## src/rtl/lms_core_param.sv

```systemverilog
// Sequential N-tap adaptive LMS filter: one MAC per cycle, then the error, then one
// weight update per cycle (sign-error or full LMS) unless the sample was taken frozen.
module lms_core_param #(
  parameter int WIDTH    = 16,
  parameter int FRAC     = 8,
  parameter int TAPS     = 8,
  parameter int MU_SHIFT = 4
) (
  input  logic                    clk,
  input  logic                    rst,
  input  logic                    in_valid,
  output logic                    in_ready,
  input  logic signed [WIDTH-1:0] x_in,
  input  logic signed [WIDTH-1:0] d_in,
  input  logic        [1:0]       mode,
  input  logic                    w_clr,
  output logic                    out_valid,
  output logic signed [WIDTH-1:0] y_out,
  output logic signed [WIDTH-1:0] e_out
);
  localparam int IDX_W  = $clog2(TAPS);
  localparam int PROD_W = 2 * WIDTH;
  localparam int ACC_W  = PROD_W + $clog2(TAPS);
  localparam logic signed [ACC_W-1:0] SAT_MAX = {{(ACC_W-WIDTH+1){1'b0}}, {(WIDTH-1){1'b1}}};
  localparam logic signed [ACC_W-1:0] SAT_MIN = {{(ACC_W-WIDTH+1){1'b1}}, {(WIDTH-1){1'b0}}};
  localparam logic [IDX_W-1:0] LAST_IDX = IDX_W'(TAPS - 1);

  typedef enum logic [1:0] {IDLE, MAC, ERR, UPD} state_t;

  // Clamp any intermediate (already sign-extended to ACC_W) into the signed WIDTH range.
  function automatic logic signed [WIDTH-1:0] sat(input logic signed [ACC_W-1:0] v);
    if (v > SAT_MAX)      return SAT_MAX[WIDTH-1:0];
    else if (v < SAT_MIN) return SAT_MIN[WIDTH-1:0];
    else                  return v[WIDTH-1:0];
  endfunction

  state_t                  state;
  logic signed [WIDTH-1:0] x_dl [TAPS];
  logic signed [WIDTH-1:0] w    [TAPS];
  logic signed [ACC_W-1:0] acc;
  logic signed [WIDTH-1:0] d_lat;
  logic        [1:0]       mode_lat;
  logic        [IDX_W-1:0] idx;

  logic signed [PROD_W-1:0] mac_prod;
  logic signed [PROD_W-1:0] upd_prod;
  logic signed [ACC_W-1:0]  w_sum;
  logic signed [WIDTH-1:0]  y_calc;
  logic signed [WIDTH-1:0]  e_calc;
  logic signed [WIDTH-1:0]  x_mu;
  logic signed [WIDTH-1:0]  w_next;

  assign in_ready = (state == IDLE) && !w_clr;

  // The update uses the registered error, so y/e always reflect pre-update weights.
  always_comb begin
    mac_prod = PROD_W'(w[idx]) * PROD_W'(x_dl[idx]);
    y_calc   = sat(acc >>> FRAC);
    e_calc   = sat(ACC_W'(d_lat) - ACC_W'(y_calc));
    upd_prod = PROD_W'(e_out) * PROD_W'(x_dl[idx]);
    x_mu     = x_dl[idx] >>> MU_SHIFT;
    w_sum    = ACC_W'(w[idx]);
    if (mode_lat == 2'd1)
      w_sum = ACC_W'(w[idx]) + ACC_W'(upd_prod >>> (FRAC + MU_SHIFT));
    else if (e_out > 0)
      w_sum = ACC_W'(w[idx]) + ACC_W'(x_mu);
    else if (e_out < 0)
      w_sum = ACC_W'(w[idx]) - ACC_W'(x_mu);
    w_next = sat(w_sum);
  end

  always_ff @(posedge clk) begin
    if (rst) begin
      state     <= IDLE;
      idx       <= '0;
      acc       <= '0;
      d_lat     <= '0;
      mode_lat  <= '0;
      y_out     <= '0;
      e_out     <= '0;
      out_valid <= 1'b0;
      for (int i = 0; i < TAPS; i++) begin
        x_dl[i] <= '0;
        w[i]    <= '0;
      end
    end else begin
      out_valid <= 1'b0;
      case (state)
        IDLE: begin
          if (w_clr) begin
            for (int i = 0; i < TAPS; i++) w[i] <= '0;
          end else if (in_valid) begin
            x_dl[0] <= x_in;
            for (int i = 1; i < TAPS; i++) x_dl[i] <= x_dl[i-1];
            d_lat    <= d_in;
            mode_lat <= mode;
            acc      <= '0;
            idx      <= '0;
            state    <= MAC;
          end
        end
        // One tap per cycle into the growth-guarded accumulator.
        MAC: begin
          acc <= acc + ACC_W'(mac_prod);
          if (idx == LAST_IDX) state <= ERR;
          else                 idx   <= idx + IDX_W'(1);
        end
        ERR: begin
          y_out     <= y_calc;
          e_out     <= e_calc;
          out_valid <= 1'b1;
          idx       <= '0;
          state     <= mode_lat[1] ? IDLE : UPD;
        end
        // One weight per cycle; the delay line is frozen until the next acceptance.
        UPD: begin
          w[idx] <= w_next;
          if (idx == LAST_IDX) state <= IDLE;
          else                 idx   <= idx + IDX_W'(1);
        end
        default: state <= IDLE;
      endcase
    end
  end

endmodule

```

## config.mk

```make
export PLATFORM = sky130hd
export DESIGN_NAME = lms_core_param
export DESIGN_NICKNAME = d
export VERILOG_FILES = /design/src/rtl/lms_core_param.sv
export SDC_FILE = /design/constraint.sdc
export NUM_CORES = 2
export LEC_CHECK = 0
export BUFFER_PORTS_ARGS = -buffer_cell sky130_fd_sc_hd__buf_2
export CAP_MARGIN = 20
export CORE_MARGIN = 2
export CORE_UTILIZATION = 47
export CTS_CLUSTER_DIAMETER = 120
export DETAILED_ROUTE_END_ITERATION = 16
export GPL_ROUTABILITY_DRIVEN = 0
export GPL_TIMING_DRIVEN = 0
export SYNTH_ARGS = -nofsm -noshare
export SYNTH_HDL_FRONTEND = slang
export SYNTH_SLANG_ARGS = --single-unit
```

## constraint.sdc

```tcl
create_clock -name clk -period 12.3 [get_ports clk]
set_input_delay 2.46 -clock clk [delete_from_list [all_inputs] [get_ports clk]]
set_output_delay 2.46 -clock clk [all_outputs]
set_load 0.01 [all_outputs]
```

==> impl_metrics.csv <==
group,metric,value,unit
final_layout,layout_commonest_cell,"inv_1",
power,power.switching,2.85,mW
place,dpl.hpwl,93900,um
yosys,yosysSeqAreaShare,0.243,
final_layout,area_delta_synth_final,8.81,%
die,initial_core_util,0.472,
power,power_density,149,mW/mm2
critical_path,timing.critical_path.mode_cell,"fa_1",
yosys,ys_async_sr_fraction,0,
grt,grt_util_met1,0.383,
die,row_count,106,
place,portBuffers,71,
critical_path,endpoint_kind,"register",
critical_path,critPathMaxFanout,17,
grt,gr-total-overflow,0,
yosys,synth-edff-count,256,
final_layout,drive_gt1_frac,0.0815,
timing,drv_slew,0,
clock_tree,clock_sinks,350,
grt,use_met2,0.445,
die,die_h,293,um
timing,finalCritPeriodShare,0.955,
clock_tree,cts_buffer_depth,3,
power,ir_worst_vdd,0.141,mV
yosys,syn_nets,4730,
place,dp_cells,5027,
timing,fin_skew,0.0197,ns
timing,final_hold_viol_count,0,
final_layout,num-nets-final,4868,
drt,drtPass1Iterations,6,
place,place_area,0.0413,mm2
power,p_leak,19.5,nW
drt,wl_per_cell,22.8,um
timing,period_minus_slack,11.75,ns
clock_tree,clkLatencyLatePin,0.57,ns
die,io_pins,72,
die,core_region_area,0.0833,mm2
power,p_int,3.51,mW
grt,grt_use_met3,0.0464,
drt,remaining_drc_errors,0,
drt,avgViaCountPerCell,5.61,
run_status,status,"completed",
drt,antenna_left,0,
grt,busiest_layer,"met2",
clock_tree,numCtsBuffers,40,
critical_path,cp.required,12.59,ns
worst_hold_path,hp-class,"reg -> reg",
grt,grt_pass1_wl,183000,um
grt,grt_pass1_vias,30100,
power,totalPowerFinal,6.36,mW
timing,worst_pin_slew,1.21,ns
die,die_area,0.0860,mm2
power,clock_power_share,0.180,
clock_tree,cts_tree,"done",
yosys,synth_area,0.0393,mm2
critical_path,arrival,12.04,ns
clock_tree,htree_levels,2,
yosys,yosysWarnings,0,
critical_path,start_kind,"register",
power,p_sw_frac,0.448,
critical_path,rr_worst_depth,41,
grt,grt_max_degree,76,
clock_tree,cts_root_buf,"clkbuf_16",
yosys,synth_cell_types,76,
timing,fin_tns_setup,0,ns
grt,grt_antenna_before_repair,6,
yosys,synth_ff_type,"edfxtp_1",
drt,drt_iter0_markers,2289,
final_layout,layout_common_cells,"614 x inv_1, 575 x fa_1, 351 x nand2_1",
grt,track_usage,0.282,
clock_tree,cts_hold_buf,0,
power,comb_power_share,0.600,
critical_path,slowest_stage,"or4_1",
clock_tree,path_clk_slew,0.06,ns
timing,slew_headroom,0.193,
yosys,syn-instance-count,3859,
timing,fmax,0.0851,GHz
drt,vias,28700,
drt,routed_wl,116000,um
final_layout,design_area,0.0428,mm2
yosys,syn_area_per_cell,10.2,um2
final_layout,final_util,0.514,
yosys,synth_seq_cells,350,
critical_path,slowest_delay,0.58,ns
job,drv_cap,0,
worst_hold_path,hold_path_depth,1,
power,pwr-share-seq,0.220,
die,die_w,293,um
final_layout,fillers,7763,
final_layout,instances_no_fill,5107,
final_layout,diodes,0,
timing,setup_viol,0,
critical_path,path_class,"reg -> reg",
==> area by class of cell <==
cell class,instances,area (um2),area share
Timing Repair Buffer,102,678,0.0159
Clock inverter,15,139,0.00325
Multi-Input combinational cell,2681,26700,0.625
Clock buffer,57,1070,0.0251
Tap cell,1080,1350,0.0316
Sequential cell,350,9580,0.224
Buffer,204,893,0.0209
Inverter,618,2330,0.0544
==> power groups by stage <==
stage,combinational (mW),sequential (mW),clock [mW]
after CTS,3.81,1.40,1.16
after detailed placement,3.75,1.42,0
after floorplan,2.80,1.40,0
after global routing,4.32,1.41,1.21
after global placement,3.74,1.43,0
final,3.81,1.40,1.14
==> state kept, by name (all words and copies together), names as in the netlist, named ones only <==
signal / count
state: 2
idx: 3
y_out: 16
acc: 35
w: 128
mode_lat: 2
out_valid: 1
e_out: 16
d_lat: 16
x_dl: 128
==> metal layers <==
metal  vias to the layer above  wire length (um)
li1                      12900                 -
met1                     14400             48400
met2                      1091             53200
met3                       267              8700
met4                         2              6220
met5                         -                13
==> cells in the mapped netlist, drive strengths merged, types with 7 or more instances <==
library cell / number / area (um2)
and3: 8 / 50.1
a21o: 39 / 293
o211ai: 8 / 60.1
a211oi: 39 / 293
edfxtp: 256 / 7690
mux2: 21 / 236
and2: 226 / 1410
o21ai: 95 / 475
clkbuf: 178 / 668
xor2: 25 / 219
a22oi: 26 / 195
dfxtp: 94 / 1880
nor3: 32 / 160
nand3: 23 / 115
a22o: 17 / 149
or3: 7 / 43.8
nor4: 10 / 62.6
buf: 32 / 148
o31ai: 105 / 788
a2111oi: 7 / 61.3
mux2i: 17 / 183
nand4: 20 / 125
a311oi: 7 / 61.3
fa: 575 / 11500
inv: 617 / 2320
nand2b: 36 / 225
mux4: 64 / 1440
nand3b: 8 / 60.1
nor2: 239 / 900
nand2: 351 / 1320
o21bai: 14 / 105
a31oi: 10 / 62.6
nor3b: 13 / 97.6
ha: 258 / 3230
xnor2: 80 / 701
o21a: 17 / 128
nor2b: 85 / 592
a21oi: 128 / 641
==> final timing paths <==
path / start / end / slack, ns
setup / recovery: register / w[4][4] / 0.55
hold / removal: d_lat[11] / d_lat[11] / 0.49
setup reg to reg: register / w[4][4] / 0.55
hold reg to reg: d_lat[11] / d_lat[11] / 0.49
==> worst max-delay path, delay by kind of cell (launching register included) <==
kind	cells	cell delay, ns
adders and majority gates	8	3.43
and+or+nand+nor	9	2.38
AOI/OAI and AO/OA	9	2.38
buffers and inverters	11	1.63
muxes	3	1.08
DFF	1	0.35
xor gates and xnor gates	1	0.16
==> through the flow <==
stage	hold WS [ns]	worst slack (ns)
floorplan	0.448	0.931
global placement	0.469	-3.60
detailed placement	0.472	-2.89
CTS	0.484	0.0108
global route	0.516	-0.0106
finish	0.487	0.553
==> kinds of logic (layout without fill, tap and decap cells) <==
logic type,Yosys count,after routing,share of synthesized area
compound gates,565,565,0.0961
buf+inv,828,996,0.0798
flops,350,350,0.243
simple gates,1075,1075,0.135
xor+xnor,105,105,0.0234
fa+ha+maj,834,834,0.375
mux,102,102,0.0473
==> repair_timing <==
action,CTS,global route
gates resized for setup,50,27
setup buffers,0,13
endpoints found under the setup margin,128,123
pin swaps,0,6
Note: power is estimated with default switching activity, not from simulation.
